## config.mk

```make
export PLATFORM = sky130hd
export DESIGN_NAME = inta_cycle_master
export DESIGN_NICKNAME = d
export VERILOG_FILES = /design/src/rtl/inta_cycle_master.sv
export SDC_FILE = /design/constraint.sdc
export NUM_CORES = 1
export LEC_CHECK = 0
export CAP_MARGIN = 20
export CORE_MARGIN = 3
export CORE_UTILIZATION = 40
export DETAILED_ROUTE_END_ITERATION = 7
export DONT_BUFFER_PORTS = 1
export GPL_ROUTABILITY_DRIVEN = 0
export GPL_TIMING_DRIVEN = 0
export HOLD_SLACK_MARGIN = 0.15
export PLACE_DENSITY = 0.54
export SETUP_SLACK_MARGIN = 0.1
export SLEW_MARGIN = 20
export SYNTH_ARGS = -nofsm -noshare
export SYNTH_HDL_FRONTEND = slang
export SYNTH_SLANG_ARGS = --single-unit
```

## constraint.sdc

```tcl
create_clock -name clk -period 2.7 [get_ports clk]
set_input_delay 0.135 -clock clk [delete_from_list [all_inputs] [get_ports clk]]
set_output_delay 0.135 -clock clk [all_outputs]
set_load 0.01 [all_outputs]
```

## src/rtl/inta_cycle_master.sv

```systemverilog
// Host-side 8259A interrupt-acknowledge initiator: two INTA pulses, vector capture, valid/ready hand-off.
// Optional INTA_SPURIOUS_CHK_EN builds the spurious-request qualifier; otherwise spurious is tied low.
module inta_cycle_master #(
    parameter int PULSE_LOW = 2,
    parameter int PULSE_GAP = 2,
    parameter int RECOVER   = 2
) (
    input  logic       clk,
    input  logic       rst_n,
    input  logic       INT,
    input  logic       enable,
    output logic       INTA,
    input  logic [7:0] DATA_IN,
    output logic [7:0] vec_out,
    output logic       vec_valid,
    input  logic       vec_ready,
    output logic       busy,
    output logic       spurious
);
    localparam int MAX_LG = (PULSE_LOW > PULSE_GAP) ? PULSE_LOW : PULSE_GAP;
    localparam int MAX_P  = (MAX_LG > RECOVER) ? MAX_LG : RECOVER;
    localparam int CW     = $clog2(MAX_P + 1);

    localparam logic [2:0] S_IDLE    = 3'd0;
    localparam logic [2:0] S_ACK1    = 3'd1;
    localparam logic [2:0] S_GAP     = 3'd2;
    localparam logic [2:0] S_ACK2    = 3'd3;
    localparam logic [2:0] S_HOLD    = 3'd4;
    localparam logic [2:0] S_RECOVER = 3'd5;

    logic          sync1_q, int_s_q;
    logic [2:0]    state_q, state_d;
    logic [CW-1:0] cnt_q, cnt_d;
    logic          inta_q, inta_d;
    logic [7:0]    vec_q, vec_d;
    logic          valid_q, valid_d;
`ifdef INTA_SPURIOUS_CHK_EN
    logic          spur_q, spur_d;
    logic          spur_flag_q, spur_flag_d;
`endif

    always_comb begin
        state_d = state_q;
        cnt_d   = cnt_q;
        vec_d   = vec_q;
        valid_d = valid_q;
`ifdef INTA_SPURIOUS_CHK_EN
        spur_d      = spur_q;
        spur_flag_d = spur_flag_q;
`endif
        case (state_q)
            S_IDLE: begin
                // enable only gates the start of a sequence, never an ongoing one
                if (int_s_q && enable) begin
                    state_d = S_ACK1;
                    cnt_d   = CW'(PULSE_LOW - 1);
                end
            end
            S_ACK1: begin
                if (cnt_q == '0) begin
                    state_d = S_GAP;
                    cnt_d   = CW'(PULSE_GAP - 1);
                end else begin
                    cnt_d = cnt_q - 1'b1;
                end
            end
            S_GAP: begin
                if (cnt_q == '0) begin
                    state_d = S_ACK2;
                    cnt_d   = CW'(PULSE_LOW - 1);
`ifdef INTA_SPURIOUS_CHK_EN
                    spur_flag_d = ~int_s_q;
`endif
                end else begin
                    cnt_d = cnt_q - 1'b1;
                end
            end
            S_ACK2: begin
                // Vector is captured on the edge that ends the second pulse
                if (cnt_q == '0) begin
                    state_d = S_HOLD;
                    vec_d   = DATA_IN;
                    valid_d = 1'b1;
`ifdef INTA_SPURIOUS_CHK_EN
                    spur_d = spur_flag_q;
`endif
                end else begin
                    cnt_d = cnt_q - 1'b1;
                end
            end
            S_HOLD: begin
                if (vec_ready) begin
                    state_d = S_RECOVER;
                    cnt_d   = CW'(RECOVER - 1);
                    valid_d = 1'b0;
`ifdef INTA_SPURIOUS_CHK_EN
                    spur_d = 1'b0;
`endif
                end
            end
            S_RECOVER: begin
                if (cnt_q == '0) begin
                    state_d = S_IDLE;
                end else begin
                    cnt_d = cnt_q - 1'b1;
                end
            end
            default: begin
                state_d = S_IDLE;
                cnt_d   = '0;
            end
        endcase
        inta_d = ~((state_d == S_ACK1) || (state_d == S_ACK2));
    end

    always_ff @(posedge clk or negedge rst_n) begin
        if (!rst_n) begin
            sync1_q <= 1'b0;
            int_s_q <= 1'b0;
            state_q <= S_IDLE;
            cnt_q   <= '0;
            inta_q  <= 1'b1;
            vec_q   <= 8'h00;
            valid_q <= 1'b0;
`ifdef INTA_SPURIOUS_CHK_EN
            spur_q      <= 1'b0;
            spur_flag_q <= 1'b0;
`endif
        end else begin
            sync1_q <= INT;
            int_s_q <= sync1_q;
            state_q <= state_d;
            cnt_q   <= cnt_d;
            inta_q  <= inta_d;
            vec_q   <= vec_d;
            valid_q <= valid_d;
`ifdef INTA_SPURIOUS_CHK_EN
            spur_q      <= spur_d;
            spur_flag_q <= spur_flag_d;
`endif
        end
    end

    assign INTA      = inta_q;
    assign vec_out   = vec_q;
    assign vec_valid = valid_q;
    assign busy      = (state_q != S_IDLE);
`ifdef INTA_SPURIOUS_CHK_EN
    assign spurious = spur_q;
`else
    assign spurious = 1'b0;
`endif

endmodule

```

==> flow_summary.ini <==
[status]
status = finished clean

[critical_path]
r2r_cells = 6
required_ns = 2.87
start_kind = register
path_max_fanout = 9
arrival_ns = 1.81
worstSetupPathType = register to register
crit_path_end_kind = register

[clock_network]
postCtsSetupBuffers = 0
cts.htree.levels = 1
cts_tree = yes
cts-buffers-inserted = 3
clk-insertion-delay-late_ns = 0.28
cts_root_buf = clkbuf_4
clkTransAtPathRegs_ns = 0.10
cts_sinks = 17
clk_path_buf_depth = 2

[sta]
worst_pin_slew_ns = 0.7324
period_needed_ns = 1.636
setup-violations-final = 0
finalCritPeriodShare = 0.6057
grt_setup_unrepaired = no
slew_headroom = 0.5101
hold_violations = 0
max_freq_mhz = 611.4
finalClockSkew_ns = 0.006250
tns_ns = 0
drv_slew = 0

[placed_design]
place_area_um2 = 928.4
dp_hpwl_um = 1078
port_buffers = 0

[logic_synthesis]
synth-async-reset-ratio = 1.000
synth.distinct_cells = 27
yosysWarnings = 0
synth_top_family_by_area = multiplexers
syn-num-nets = 90
syn_area_um2 = 894.6
synth_xor_xnor_area_share = 0.01958
synthAdderAreaFrac = 0.02797
synth-seq-cells = 17
avgSynthCellArea_um2 = 11.93
synthSimpleGateAreaFrac = 0.1455
synth_flop_cell = dfrtp_1
synth.area.mux_share = 0.1580
synthCells = 75
synth.yosys.seq_area_share = 0.4769
synth_compound_area_frac = 0.1119
synth_edf_count = 0

[floorplanning]
row_count = 16
fp.dieW_um = 53.29
initial_core_util = 0.4381
die_y_um = 53.29
ios = 25
coreArea_um2 = 2042
die_area_um2 = 2840

[cells_and_area]
mostFrequentLayoutCell = dfrtp_1
finalInstanceArea_um2 = 1075
final_cell_mix = dfrtp_1, dlygate4sd3_1, mux2_4
antenna_cells = 0
nNetsFinal = 107
area.growth.synth_to_final_pct = 20.14
drive_above_1_share = 0.2418

[global_route]
grt_max_degree = 18
grt_pass1_wl_um = 2622
grt_overflow = 0
first_global_vias = 579
antenna_found_initial = 0
grt_usage = 0.1257

[routing]
ant_nets = 0
drtIter0Drc = 5
drt_pass1_iterations = 2
num_vias = 591
via_per_inst = 5.008
drc = 0
routed_wl_um = 1492
wl_per_cell_um = 12.64

[worst_hold_path]
min-delay-path-class = input pin to asynchronous set/reset pin

[power_and_ir_drop]
power_density_nw_per_um2 = 1111
p_leak_uw = 0.0005043
irDropWorstVdd_v = 0.0005139
total_power_uw = 1194

[job]
drv_cap = 0
where the power goes:
group / switching [uW] / internal (uW) / leakage [uW]
Clock: 74.8 / 57.4 / 0.0000150
Sequential: 122 / 372 / 0.000198
Combinational: 265 / 303 / 0.000292
per-stage QoR:
stage / hold WS, ns / std cells / utilization / setup WS [ns]
floorplan: -0.1606 / 75 / - / 1.230
global placement: -0.1602 / 102 / 0.4547 / 1.084
detailed placement: -0.1602 / 102 / 0.4547 / 1.072
CTS: 0.3629 / 118 / 0.5263 / 1.042
global route: 0.3681 / 118 / 0.5263 / 0.9808
finish: 0.3419 / 118 / 0.5263 / 1.064
timing repair:
action                                 4_1_cts  5_1_grt
gates resized for setup                      0        0
endpoints found under the hold margin       29        0
hold buffers                                12        0
final timing paths:
kind	startpoint	to	slack, ns
hold / removal	rst_n	vec_out[7]	0.34
max in group asynchronous	rst_n	cnt_q[1]	1.89
setup / recovery	cnt_q[0]	vec_out[3]	1.06
setup reg to reg	cnt_q[0]	vec_out[3]	1.06
min in group clk	sync1_q	int_s_q	0.36
hold reg to reg	sync1_q	int_s_q	0.36
layer usage:
metal	global-route usage	part of all wire
met1	0.1500	0.45
met4	0.02553	0
met2	0.2061	0.48
met3	0.05634	0.062
met5	0	0
sequential cells by signal, indices dropped and copies added (netlist names):
signal	count
vec_out	8
state_q	3
cnt_q	2
INTA	1
int_s_q	1
sync1_q	1
vec_valid	1
area by class of cell:
type                       count  area, um2
inverter                       3      11.26
tap                           27      33.78
timing repair buffer          12      120.1
fill                         197      967.2
clock buffer                   4      26.28
multi-input combinational     50      417.9
buffer                         5      38.79
sequential                    17      426.7
critical path: stages, from the launching register on:
cell	delay (ns)
dfrtp_1	0.44
inv_1	0.08
ha_1	0.32
nand2_4	0.14
nor2_8	0.14
nand2_8	0.10
mux2_4	0.31
cells by family (layout without fill, tap and decap cells):
group / count (synthesis) / in the layout
AO/OA/AOI/OAI: 16 / 16
other: 1 / 1
multiplexers: 10 / 10
flip-flops: 17 / 17
adder cells (fa/ha/maj): 2 / 2
buffers and inverters: 8 / 24
AND/OR/NAND/NOR: 19 / 19
XOR/XNOR: 2 / 2
synth_stat cells (2+ instances only):
| cell type | n | area share |
|---|---|---|
| o21ai_0 | 7 | 0.039 |
| nand2b_1 | 2 | 0.014 |
| a31oi_1 | 3 | 0.021 |
| nand2_1 | 5 | 0.021 |
| nor2b_1 | 2 | 0.014 |
| inv_1 | 3 | 0.013 |
| xor2_1 | 2 | 0.020 |
| dfrtp_1 | 16 | 0.45 |
| o211a_1 | 2 | 0.022 |
| ha_1 | 2 | 0.028 |
| buf_4 | 3 | 0.025 |
| nor2_1 | 5 | 0.021 |
| a21oi_1 | 2 | 0.011 |
| mux2_4 | 8 | 0.13 |
No activity file was read; power rests on OpenSTA's default activity.
